`config.mk`:
```
export PLATFORM = sky130hd
export DESIGN_NAME = muldiv_unit
export DESIGN_NICKNAME = d
export VERILOG_FILES = /design/src/rtl/muldiv_unit.sv
export SDC_FILE = /design/constraint.sdc
export NUM_CORES = 1
export LEC_CHECK = 0
export BUFFER_PORTS_ARGS = -buffer_cell sky130_fd_sc_hd__clkbuf_2
export CORE_MARGIN = 3
export CORE_UTILIZATION = 61
export DETAILED_ROUTE_END_ITERATION = 10
export PLACE_DENSITY = 0.8
export SLEW_MARGIN = 30
export SYNTH_ARGS = -nofsm -noshare
export SYNTH_HDL_FRONTEND = slang
export SYNTH_SLANG_ARGS = --single-unit
export TNS_END_PERCENT = 30
```
`constraint.sdc`:
```
create_clock -name clk_i -period 6.4 [get_ports clk_i]
set_input_delay 1.6 -clock clk_i [delete_from_list [all_inputs] [get_ports clk_i]]
set_output_delay 1.6 -clock clk_i [all_outputs]
set_load 0.01 [all_outputs]
```
`src/rtl/muldiv_unit.sv`:
```
// Iterative RV32M multiply/divide unit: shift-add multiply and restoring divide,
// one bit per cycle, with RISC-V divide-by-zero and signed-overflow results.
module muldiv_unit #(
  parameter int DATA_WIDTH = 32
) (
  input  logic                  clk_i,
  input  logic                  rst_i,
  input  logic                  en_i,
  input  logic [2:0]            op_i,
  input  logic [DATA_WIDTH-1:0] rs1_i,
  input  logic [DATA_WIDTH-1:0] rs2_i,
  input  logic                  flush_i,
  input  logic                  stall_i,
  output logic                  busy_o,
  output logic                  valid_o,
  output logic [DATA_WIDTH-1:0] result_o
);

  localparam int W  = DATA_WIDTH;
  localparam int CW = $clog2(W + 1);

  localparam logic [2:0]      OP_MULH   = 3'b001;
  localparam logic [2:0]      OP_MULHSU = 3'b010;
  localparam logic [2:0]      OP_DIV    = 3'b100;
  localparam logic [2:0]      OP_REM    = 3'b110;
  localparam logic [W-1:0]    ONE_W     = 1;
  localparam logic [2*W-1:0]  ONE_P     = 1;
  localparam logic [CW-1:0]   ONE_C     = 1;
  localparam logic [CW-1:0]   CNT_LOAD  = CW'(W);
  localparam logic [W-1:0]    MIN_NEG   = {1'b1, {(W-1){1'b0}}};

  typedef enum logic [1:0] {IDLE, MUL, DIV, DONE} state_t;

  state_t          state;
  logic [1:0]      op_lo;
  logic [2*W-1:0]  prod;
  logic [W-1:0]    mcand;
  logic [W-1:0]    quo;
  logic [W-1:0]    rem;
  logic            neg_q;
  logic            neg_r;
  logic [CW-1:0]   count;

  logic            sgn1, sgn2, neg1, neg2;
  logic [W-1:0]    mag1, mag2;
  logic            div_zero, div_ovf;

  logic [W:0]      add_sum;
  logic [2*W-1:0]  prod_step;
  logic [2*W-1:0]  prod_fix;
  logic [W:0]      trial;
  logic [W:0]      diff;
  logic            ge;
  logic [W-1:0]    quo_step, rem_step;
  logic [W-1:0]    quo_fix, rem_fix;
  logic [W-1:0]    mul_res, div_res;

  assign busy_o = (state == IDLE && en_i && !flush_i) || state == MUL || state == DIV;

  always_comb begin
    sgn1     = (op_i == OP_MULH) || (op_i == OP_MULHSU) || (op_i == OP_DIV) || (op_i == OP_REM);
    sgn2     = (op_i == OP_MULH) || (op_i == OP_DIV) || (op_i == OP_REM);
    neg1     = sgn1 && rs1_i[W-1];
    neg2     = sgn2 && rs2_i[W-1];
    mag1     = neg1 ? (~rs1_i + ONE_W) : rs1_i;
    mag2     = neg2 ? (~rs2_i + ONE_W) : rs2_i;
    div_zero = op_i[2] && (rs2_i == '0);
    div_ovf  = ((op_i == OP_DIV) || (op_i == OP_REM)) && (rs1_i == MIN_NEG) && (rs2_i == '1);
  end

  // prod holds {partial product, remaining multiplier bits}; the low half shifts out as it is consumed
  always_comb begin
    add_sum   = {1'b0, prod[2*W-1:W]} + {1'b0, (prod[0] ? mcand : '0)};
    prod_step = {add_sum, prod[W-1:1]};
    prod_fix  = neg_q ? (~prod_step + ONE_P) : prod_step;
    mul_res   = (op_lo == 2'b00) ? prod_fix[W-1:0] : prod_fix[2*W-1:W];
  end

  // quo starts as the dividend and fills with quotient bits from the right
  always_comb begin
    trial    = {rem, quo[W-1]};
    diff     = trial - {1'b0, mcand};
    ge       = !diff[W];
    rem_step = ge ? diff[W-1:0] : trial[W-1:0];
    quo_step = {quo[W-2:0], ge};
    quo_fix  = neg_q ? (~quo_step + ONE_W) : quo_step;
    rem_fix  = neg_r ? (~rem_step + ONE_W) : rem_step;
    div_res  = op_lo[1] ? rem_fix : quo_fix;
  end

  always_ff @(posedge clk_i) begin
    if (rst_i) begin
      state    <= IDLE;
      op_lo    <= '0;
      prod     <= '0;
      mcand    <= '0;
      quo      <= '0;
      rem      <= '0;
      neg_q    <= 1'b0;
      neg_r    <= 1'b0;
      count    <= '0;
      result_o <= '0;
      valid_o  <= 1'b0;
    end else if (flush_i) begin
      state   <= IDLE;
      valid_o <= 1'b0;
    end else begin
      case (state)
        IDLE: begin
          if (en_i) begin
            op_lo <= op_i[1:0];
            neg_q <= neg1 ^ neg2;
            neg_r <= neg1;
            if (div_zero) begin
              result_o <= op_i[1] ? rs1_i : '1;
              valid_o  <= 1'b1;
              state    <= DONE;
            end else if (div_ovf) begin
              result_o <= op_i[1] ? '0 : MIN_NEG;
              valid_o  <= 1'b1;
              state    <= DONE;
            end else begin
              count <= CNT_LOAD;
              mcand <= op_i[2] ? mag2 : mag1;
              prod  <= {{W{1'b0}}, mag2};
              quo   <= mag1;
              rem   <= '0;
              state <= op_i[2] ? DIV : MUL;
            end
          end
        end
        MUL: begin
          prod  <= prod_step;
          count <= count - ONE_C;
          if (count == ONE_C) begin
            result_o <= mul_res;
            valid_o  <= 1'b1;
            state    <= DONE;
          end
        end
        DIV: begin
          quo   <= quo_step;
          rem   <= rem_step;
          count <= count - ONE_C;
          if (count == ONE_C) begin
            result_o <= div_res;
            valid_o  <= 1'b1;
            state    <= DONE;
          end
        end
        DONE: begin
          if (!stall_i) begin
            state   <= IDLE;
            valid_o <= 1'b0;
          end
        end
        default: state <= IDLE;
      endcase
    end
  end

endmodule

```
==> out/metrics.cfg <==
[drt]
drc = 0
drt_wl_total_um = 82600
antenna_left = 0
firstDrtPassIters = 10
wl_per_cell_um = 25.6
routed_via_density = 7.12
drt_iter0_markers = 3395
vias = 22991

[placed_design]
dp_worst_setup_slack_ps = 647
dp_hpwl_um = 62400
gp_congestion = 1.06
io_buffers = 105

[timing]
skew_ps = 31.7
worstMarginPinSlew_ps = 1020
maxSlewViolCount = 0
hold_violations = 0
period_share_pct = 91.9
tns_ps = 0
slew_headroom_pct = 31.7
min_period_ps = 5880
setup_viol = 0
fmax_ghz = 0.170
worst_slack_ps = 518
rsz0062_at_grt = false

[layout]
drive_above_1_share_pct = 9.94
fillers = 2846
final_cell_mix = 433 x nand2_1, 302 x a21oi_1, 210 x o21ai_0
layout.nets = 2960
final_common_cell = nand2_1
area_growth_pct = 7.74
antenna_cells = 0

[floorplan]
io_pins = 106
fp.dieW_um = 186
dieArea_mm2 = 0.0345
row_count = 65
core_area_mm2 = 0.0317
dieHeight_um = 186
start_util_pct = 62.1

[clock_network]
clockBufferDepth = 3
clock_latency_ps = 570
numCtsBuffers = 27
cts_resized = 0
path_clk_slew_ps = 60
cts_sinks = 205
post_cts_buffers = 0
cts_root_buf = clkbuf_16
cts_tree = built
cts_hold_buffers = 0
h-tree-depth = 1

[yosys]
synthCells = 2825
syn_avg_cell_area_um2 = 6.97
ys_seq_area_share_pct = 20.8
netlist_area_mm2 = 0.0197
synthTopCellsByArea = dfxtp_1 21%, nand2_1 8.3%, a21oi_1 7.7%
ys.flop_type = dfxtp_1
synth_area_leader_cell = dfxtp_1
async_flop_share_pct = 0
ys_warn_count = 0
syn_nets = 2977
yosysTopAreaCellShare_pct = 20.8
ys_types = 112
ys_ff_latch = 205
synth_edf_count = 0

[global_route]
grt_max_degree = 107
antenna_found_initial = 0
grt_pass1_vias = 20382
grt_util_all_layers_pct = 45.9
grt_pass1_wl_um = 122000
grt_overflow = 0

[critical_path]
cp_slowest_cell = a2111oi_0
start_kind = flop
cp.arrival_ps = 6340
cp_cell_sequence = inv_1, ha_1, fa_1, nand2b_1, a21oi_2, o31ai_2, a211oi_2, nor3_2, nor2_4, clkinv_1, a21oi_1, ha_1, nand2_1, a2111oi_0, nor3b_1, mux2i_1, a211o_1, or3b_2, mux2i_1, o31ai_1
cp-end-kind = flop
crit_required_ps = 6860
path_delay_family = compound AO/OA/AOI/OAI gates
critPathBufInv = 2
crit_fanout = 10
crit_path_max_incr_delay_ps = 530
worstSetupPathType = flop to flop

[pwr]
p_leak_nw = 7.94
netSwitchingFraction_pct = 39.1
p_int_w = 0.00284
p_switching_w = 0.00183
ir_drop_mv = 0.204
p_per_area_mw_per_mm2 = 220
pwr-share-clk_pct = 36.5
p_seq_share_pct = 30.0
pwr-share-comb_pct = 33.4

[run]
drv_cap = 0

[status]
outcome = complete, no violations

[worst_hold_path]
hold_path_class = flop to flop

[worst reg2reg max path: stages (launching register included)]
cell and delay [ps]:
dfxtp_1 360, inv_1 100, ha_1 230, fa_1 420
nand2b_1 200, a21oi_2 390, o31ai_2 140, a211oi_2 310
nor3_2 110, nor2_4 100, clkinv_1 280, a21oi_1 340
ha_1 290, nand2_1 80, a2111oi_0 530, nor3b_1 370
mux2i_1 290, a211o_1 400, or3b_2 470, mux2i_1 140
o31ai_1 230
[power by group through the flow]
| stage | Clock, W | Sequential [W] | Combinational (W) |
|---|---|---|---|
| 2_1_floorplan | 0 | 0.00140 | 0.00102 |
| 3_3_place_gp | 0 | 0.00142 | 0.00146 |
| 3_5_place_dp | 0 | 0.00143 | 0.00148 |
| 4_1_cts | 0.00169 | 0.00140 | 0.00149 |
| 5_1_grt | 0.00174 | 0.00141 | 0.00164 |
| 6_report | 0.00171 | 0.00140 | 0.00156 |
[stage by stage]
step / hold WS, ps / std cells / utilization [%] / total power (W) / instance area, um^2
floorplan: 436 / 2825 / - / 0.00242 / 19700
global placement: 443 / 3181 / 63.8 / 0.00288 / 20200
detailed placement: 450 / 3181 / 63.8 / 0.00290 / 20200
CTS: 459 / 3228 / 66.8 / 0.00457 / 21200
global route: 473 / 3228 / 66.9 / 0.00479 / 21200
finish: 455 / 3228 / 66.9 / 0.00467 / 21200
[cells by family after synthesis]
family,synth area share (%)
buf+inv,5.73
compound gates,30.8
simple gates,27.5
flops,20.8
xor+xnor,7.88
mux,2.05
fa+ha+maj,5.16
[routing by layer]
metal / GRT usage (%) / share of wire [%]
met1: 62.4 / 39
met2: 65.8 / 40
met3: 11.1 / 14
met4: 27.6 / 7.3
met5: 0 / 0
[flip-flops by register name, summed over array words and instances, names as in the netlist]
| signal | count |
|---|---|
| prod | 64 |
| op_lo | 2 |
| result_o | 32 |
| valid_o | 1 |
| quo | 32 |
| neg_q | 1 |
| state | 2 |
| count | 6 |
| rem | 32 |
| neg_r | 1 |
| mcand | 32 |
[final timing paths]
check                           startpoint      endpoint  slack (ps)  cells past startpoint
worst max-delay path               quo[31]  result_o[30]         520                     20
worst min-delay path              prod[48]      prod[48]         450                      2
worst max register to register     quo[31]  result_o[30]         520                     20
worst min register to register    prod[48]      prod[48]         450                      2
[synth_stat cells, types with 14 or more instances]
cell        n
a211oi_1   34
a21o_1     26
a21oi_1   304
a221oi_1   14
a31oi_1    30
and2_1     59
and3_1     19
buf_2      22
clkbuf_1  150
dfxtp_1   205
ha_1       78
inv_1      75
mux2i_1    28
nand2_1   433
nand2b_1   40
nand3_1    89
nand4_1    29
nor2_1    205
nor3_1     64
nor4_1     28
o211ai_1   73
o21a_1     16
o21ai_0   210
o311ai_0   14
o31ai_1    52
o41ai_1    18
or3_1      51
or4_1      18
xnor2_1   101
xor2_1     76
[area by class of cell]
| class | instances | area [um^2] | share of cell area [%] |
|---|---|---|---|
| clock buffers | 29 | 703 | 3.32 |
| multi-input cells | 2353 | 14500 | 68.5 |
| well taps | 402 | 503 | 2.37 |
| inverters | 77 | 289 | 1.36 |
| clock inverters | 18 | 262 | 1.23 |
| repair buffers | 144 | 825 | 3.89 |
| flip-flops and latches | 205 | 4110 | 19.4 |
Power figures use the tool's default switching activity.
